==> src/rtl/ham_encode_tx.sv <==
// Hamming(7,4)x2 transmit encoder: one-byte input buffer, 14-bit codeword, MSB-first serializer paced by bit_tick.
// Optional macro HAM_ERR_INJECT_EN adds err_inject/err_pos to flip one transmitted bit for decoder testing.
module ham_encode_tx #(
  parameter int FRAME_GAP = 0,
  parameter int CW_W      = 14
) (
  input  logic            clk,
  input  logic            rst_n,
  input  logic [7:0]      pcm_data,
  input  logic            pcm_valid,
  output logic            pcm_ready,
  input  logic            bit_tick,
`ifdef HAM_ERR_INJECT_EN
  input  logic            err_inject,
  input  logic [3:0]      err_pos,
`endif
  output logic [CW_W-1:0] ham_code,
  output logic            ser_bit,
  output logic            ser_valid,
  output logic            frame_start,
  output logic            busy
);

  typedef enum logic [1:0] {S_IDLE, S_LOAD, S_SHIFT, S_GAP} state_t;

  localparam logic [3:0] GAP_LAST = 4'(FRAME_GAP - 1);

  state_t            r_state;
  state_t            w_nextState;
  logic [7:0]        r_buf;
  logic              r_bufFull;
  logic [CW_W-1:0]   r_shreg;
  logic [CW_W-1:0]   r_hamCode;
  logic [3:0]        r_bitCnt;
  logic [3:0]        r_gapCnt;
  logic              r_serBit;
  logic              r_serValid;
  logic              r_frameStart;
  logic              w_accept;
  logic              w_lastTick;
  logic              w_gapDone;
  logic [CW_W-1:0]   w_enc;
  logic [CW_W-1:0]   w_errMask;

  function automatic logic [6:0] encNibble(input logic [3:0] n);
    return {n, n[3] ^ n[2] ^ n[1], n[3] ^ n[2] ^ n[0], n[3] ^ n[1] ^ n[0]};
  endfunction

  assign w_enc      = {encNibble(r_buf[7:4]), encNibble(r_buf[3:0])};
  assign w_accept   = pcm_valid && !r_bufFull;
  assign w_lastTick = bit_tick && (r_bitCnt == 4'd13);
  assign w_gapDone  = bit_tick && (r_gapCnt == GAP_LAST);

`ifdef HAM_ERR_INJECT_EN
  // The flip only affects the shift register; ham_code keeps the clean word.
  assign w_errMask = (err_inject && (err_pos <= 4'd13)) ?
                     ({{(CW_W-1){1'b0}}, 1'b1} << err_pos) : '0;
`else
  assign w_errMask = '0;
`endif

  always_ff @(posedge clk or negedge rst_n) begin
    if (!rst_n) r_state <= S_IDLE;
    else        r_state <= w_nextState;
  end

  always_comb begin
    w_nextState = r_state;
    case (r_state)
      S_IDLE:  if (r_bufFull) w_nextState = S_LOAD;
      S_LOAD:  w_nextState = S_SHIFT;
      S_SHIFT: begin
        if (w_lastTick) begin
          if (FRAME_GAP > 0)  w_nextState = S_GAP;
          else if (r_bufFull) w_nextState = S_LOAD;
          else                w_nextState = S_IDLE;
        end
      end
      S_GAP:   if (w_gapDone) w_nextState = r_bufFull ? S_LOAD : S_IDLE;
      default: w_nextState = S_IDLE;
    endcase
  end

  always_ff @(posedge clk or negedge rst_n) begin
    if (!rst_n) begin
      r_buf        <= '0;
      r_bufFull    <= 1'b0;
      r_shreg      <= '0;
      r_hamCode    <= '0;
      r_bitCnt     <= '0;
      r_gapCnt     <= '0;
      r_serBit     <= 1'b0;
      r_serValid   <= 1'b0;
      r_frameStart <= 1'b0;
    end else begin
      r_serValid   <= 1'b0;
      r_frameStart <= 1'b0;
      if (w_accept) begin
        r_buf     <= pcm_data;
        r_bufFull <= 1'b1;
      end else if (r_state == S_LOAD) begin
        r_bufFull <= 1'b0;
      end
      case (r_state)
        S_LOAD: begin
          r_shreg   <= w_enc ^ w_errMask;
          r_hamCode <= w_enc;
          r_bitCnt  <= '0;
        end
        S_SHIFT: begin
          if (bit_tick) begin
            r_serBit     <= r_shreg[CW_W-1];
            r_shreg      <= r_shreg << 1;
            r_serValid   <= 1'b1;
            r_frameStart <= (r_bitCnt == 4'd0);
            r_bitCnt     <= r_bitCnt + 4'd1;
          end
        end
        S_GAP: begin
          r_serBit <= 1'b0;
          if (bit_tick) r_gapCnt <= w_gapDone ? 4'd0 : r_gapCnt + 4'd1;
        end
        default: ;
      endcase
    end
  end

  assign pcm_ready   = !r_bufFull;
  assign busy        = (r_state != S_IDLE) || r_bufFull;
  assign ham_code    = r_hamCode;
  assign ser_bit     = r_serBit;
  assign ser_valid   = r_serValid;
  assign frame_start = r_frameStart;

endmodule

==> config.mk <==
export PLATFORM = sky130hd
export DESIGN_NAME = ham_encode_tx
export DESIGN_NICKNAME = d
export VERILOG_FILES = /design/src/rtl/ham_encode_tx.sv
export SDC_FILE = /design/constraint.sdc
export NUM_CORES = 1
export LEC_CHECK = 0
export BUFFER_PORTS_ARGS = -buffer_cell sky130_fd_sc_hd__clkbuf_2
export CAP_MARGIN = 20
export CORE_UTILIZATION = 59
export CTS_CLUSTER_DIAMETER = 80
export CTS_CLUSTER_SIZE = 20
export DETAILED_ROUTE_END_ITERATION = 6
export PLACE_DENSITY = 0.88
export SYNTH_ARGS = -nofsm -noshare
export SYNTH_HDL_FRONTEND = slang
export SYNTH_SLANG_ARGS = --single-unit
==> constraint.sdc <==
create_clock -name clk -period 3.5 [get_ports clk]
set_clock_uncertainty 0.1 [all_clocks]
set_input_delay 0.525 -clock clk [delete_from_list [all_inputs] [get_ports clk]]
set_output_delay 0.525 -clock clk [all_outputs]
set_load 0.03 [all_outputs]
Yosys cells after proc, flatten, opt, wreduce, memory -nomap -nowiden:

Index checks and enable logic that the tools add are counted.

* flip-flop bits (word level): 50
* output and inout port bits: 19
* logic and storage cells: 64

* add/sub/neg operators: 2
* equality and inequality tests: 9
* multiplexer cells: 18
* bitwise operators: 10
* reduce and logical (&&, ||, !) cells: 15

Operator list (count)
* $pmux W14 S2: 1
* $mux W14: 1
* $xor A1 B1 Y1: 10
* $add A4 B1 Y4 const B: 2
* $eq A4 B4 Y1 const B: 2
* $mux W1: 8
* $mux W4: 2
* $ne A2 B2 Y1 const B: 4
* $pmux W2 S4: 1
* $pmux W4 S2: 1
* $reduce_bool A2 Y1: 4
* $mux W2: 3
* $reduce_and A2 Y1: 3
* $eq A2 B2 Y1 const B: 2
* $logic_not A4 Y1: 1
* $logic_and A1 B1 Y1: 3
* $reduce_and A3 Y1: 1
* $eq A2 B1 Y1 const B: 1
* $logic_not A2 Y1: 1
* $pmux W1 S2: 1
* $logic_not A1 Y1: 1
* $logic_or A1 B1 Y1: 1

Depth between registers and ports, before layout:

* depth after elaboration: 4
* gate-level depth with buffers: 5
* gate-level depth less buffers: 5

Worst setup path before layout:

No wires, ideal clock.

* path type: register to output
* start point: register r_state[0]
* end point: output port busy
* data arrival time: 1215 ps
* required time: 2875 ps
* path slack: 1660 ps
* cell stages (with the launch flop): 4
* path through: dfrtp_1 > buf_6 > buf_4 > or3_1

* longest elaborated chain between the ends: 2

Ends and longest elaborated chain
* start, declared: line 28 `state_t r_state;`
* start signal, assigned: line 64 `else r_state <= w_nextState;`
* $reduce_bool A2 Y1: line 129 `assign busy = (r_state != S_IDLE) || r_bufFull;`
* $logic_or A1 B1 Y1: line 129
* end, declared: line 21 `output logic busy`

Every way passes these cells.

Final worst setup path:

* start point: register r_state[1]
* end point: output port busy

Same word-level chain as after synthesis.

==> results.toml <==
[setup_path]
startpoint_type = "flip-flop"
crit_path_max_incr_delay_ps = 790
worst-path-max-fanout = 31
path_class = "reg2out"
cp-end-kind = "output port"
arrival_ps = 1850
cpMaxStageDelayCell = "dfrtp_1"
crit_chain = "or3_1 -> clkbuf_2"
required_ps = 2870

[global_route]
grt_pass1_wl_mm = 8.473
grt_max_degree = 41
grt_pass1_vias = 1880
grt_use_total_pct = 26.16
grt_overflow = 0
antenna_found_initial = 0

[cts]
cts_sinks = 50
root_buffer = "clkbuf_8"
postCtsResizedCells = 0
h-tree-depth = 2
clock_latency_ps = 310
cts_buffer_depth = 2
cts_setup_buffers = 0
postCtsHoldBufs = 0
cts_buffers = 5
cts_tree = "yes"
clk_pin_slew_ps = 90

[drt]
drtIter0Drc = 109
drcViolationCount = 0
routed_wl_mm = 4.940
vias = 1807
postRouteAntennaNets = 0
viasPerCell = 5.867
avgRoutedWirePerCell_um = 16.04
dr.pass1.iters = 4

[synth]
synth-seq-area-share_pct = 50.43
synth.distinct_cells = 38
synth_xor_area_share_pct = 4.639
synth_edf_count = 0
postSynthCellCount = 234
yosys_warnings = 0
synth-simple-area-share_pct = 17.90
syn_avg_cell_area_um2 = 10.60
synth_fa_ha_area_share_pct = 2.017
synthArstFlopShare_pct = 100.0
synth_mux_area_share_pct = 9.884
synth-main-ff-cell = "dfrtp_1"
synth_top_family_by_area = "simple AND/OR/NAND/NOR gates"
synth_area_um2 = 2481
synth-seq-cells = 50
synth_compound_area_share_pct = 9.581
syn_nets = 250

[floorplan]
die-area_um2 = 4469
initial_utilization_pct = 61.58
rows = 23
die_w_um = 66.85
ios = 31
fp.dieH_um = 66.85
core_area_um2 = 4029

[sta]
slew-limit-headroom_pct = 27.36
slew_viol_final = 0
final-hold-violation-count = 0
fin_ws_ps = 1027
worst_pin_slew_ps = 1090
clock.fmax_ghz = 0.4044
period_minus_slack_ps = 2473
setup_viol = 0
rsz0062_at_grt = "false"
finalCritPeriodShare_pct = 70.64
fin_tns_setup_ps = 0

[finish]
antenna_cells = 0
fillers = 314
layout.nets = 273
layout-drive-gt1-share_pct = 22.09
area_delta_synth_final_pct = 9.783

[placement]
gp_congestion = 0.8098
dp_hpwl_mm = 3.250
io_buffers = 30
dp_slack_ps = 1322

[run]
cap_violations = 0

[pwr]
power_density_nw_per_um2 = 1029
p_leak_nw = 1.370
total_power_mw = 2.802
ir_drop_mv = 0.7028

[status]
status = "complete, no violations"

[min_path]
hp-class = "in2async"
## where the power goes
group / internal (mW) / switching, mW / total, mW / leakage, nW
Sequential: 0.847 / 0.299 / 1.15 / 0.605
Combinational: 0.555 / 0.693 / 1.25 / 0.713
Clock: 0.213 / 0.195 / 0.408 / 0.0514
## state kept, by name, summed over array words and instances, names as in the netlist
register and flops:
ham_code 14, r_bufFull 1, r_state 2, r_shreg 14
r_bitCnt 4, frame_start 1, r_gapCnt 4, r_buf 8
ser_valid 1, ser_bit 1
## cell usage after synthesis, types with 2 or more instances
master / n / share of area (%)
a221oi_1: 2 / 0.71
o21ai_0: 9 / 1.8
ha_1: 4 / 2.0
buf_4: 9 / 2.7
a211oi_1: 8 / 2.4
xnor2_1: 3 / 1.1
a31oi_1: 5 / 1.3
nor2_1: 3 / 0.45
xor3_1: 3 / 2.9
inv_1: 5 / 0.76
buf_2: 5 / 1.0
or3_1: 2 / 0.50
buf_6: 2 / 0.91
xor2_1: 2 / 0.71
nand4_1: 4 / 1.0
and3_1: 9 / 2.3
nand3_1: 3 / 0.60
dfrtp_1: 50 / 50
mux2_2: 12 / 5.4
nand2b_1: 3 / 0.76
nand2_1: 54 / 8.2
nor2b_1: 3 / 0.76
a21oi_1: 8 / 1.6
mux2i_1: 11 / 4.4
a22oi_1: 2 / 0.60
## stage by stage
stage | cells | instance area [um^2] | hold slack [ps] | util [%]
3_3_place_gp | 299 | 2586 | 360.6 | 64.19
4_1_cts | 307 | 2696 | 183.1 | 66.93
3_5_place_dp | 299 | 2586 | 364.0 | 64.19
5_1_grt | 308 | 2724 | 228.9 | 67.61
2_1_floorplan | 234 | 2481 | 129.4 | -
6_report | 308 | 2724 | 167.6 | 67.61
## layout by cell type (no fill, tap or decap), types with 2 or more instances in the layout
| cell type | Yosys | layout |
|---|---|---|
| dfrtp_1 | 50 | 50 |
| nand3_1 | 3 | 3 |
| a221oi_1 | 2 | 2 |
| clkbuf_2 | 0 | 30 |
| nor2b_1 | 3 | 3 |
| mux2i_1 | 11 | 11 |
| a21oi_1 | 8 | 8 |
| nand4_1 | 4 | 4 |
| xor3_1 | 3 | 3 |
| or3_1 | 2 | 2 |
| a22oi_1 | 2 | 2 |
| nor2_1 | 3 | 3 |
| inv_1 | 5 | 5 |
| a31oi_1 | 5 | 5 |
| and3_1 | 9 | 9 |
| clkbuf_8 | 0 | 5 |
| nand2b_1 | 3 | 3 |
| o21ai_0 | 9 | 9 |
| nand2_1 | 54 | 54 |
| mux2_2 | 12 | 12 |
| xor2_1 | 2 | 2 |
| a211oi_1 | 8 | 8 |
| xnor2_1 | 3 | 3 |
| ha_1 | 4 | 4 |
## routing by layer
| metal | GRT usage [%] | up-vias | share of wire (%) |
|---|---|---|---|
| li1 | - | 857 | - |
| met1 | 29.96 | 889 | 43 |
| met2 | 46.09 | 46 | 51 |
| met3 | 5.308 | 15 | 3.7 |
| met4 | 12.50 | 0 | 2.6 |
| met5 | 0 | - | 0 |
## kinds of logic after synthesis
kind of cell,Yosys count
and+or+nand+nor,90
DFF,50
AOI/OAI and AO/OA,37
muxes,23
buffers and inverters,22
xor gates and xnor gates,8
adders and majority gates,4
## final timing paths
path	startpoint	end	slack, ps	depth (start not counted)
setup / recovery	r_state[1]	busy	1030	2
hold / removal	rst_n	r_shreg[0]	170	1
setup reg to reg	r_state[1]	r_shreg[11]	1370	3
hold reg to reg	ham_code[7]	ham_code[7]	380	2
max in group asynchronous	rst_n	r_shreg[7]	2380	2
min in group clk	pcm_data[0]	r_buf[0]	340	2
## final cells by class
cell class	instances	area (um^2)	share of cell area, %
sequential	50	1251	45.93
multi-input combinational	162	1092	40.10
timing repair buffer	32	185.2	6.798
clock buffer	6	72.57	2.664
tap	50	62.56	2.297
clock inverter	2	37.54	1.378
inverter	6	22.52	0.8268
## worst max-delay path, delay by kind of cell, from the launching register on
kind	cells	cell delay, ps
flip-flops	1	790
buffers and inverters	1	190
AND/OR/NAND/NOR	1	540
Power figures use the tool's default switching activity.
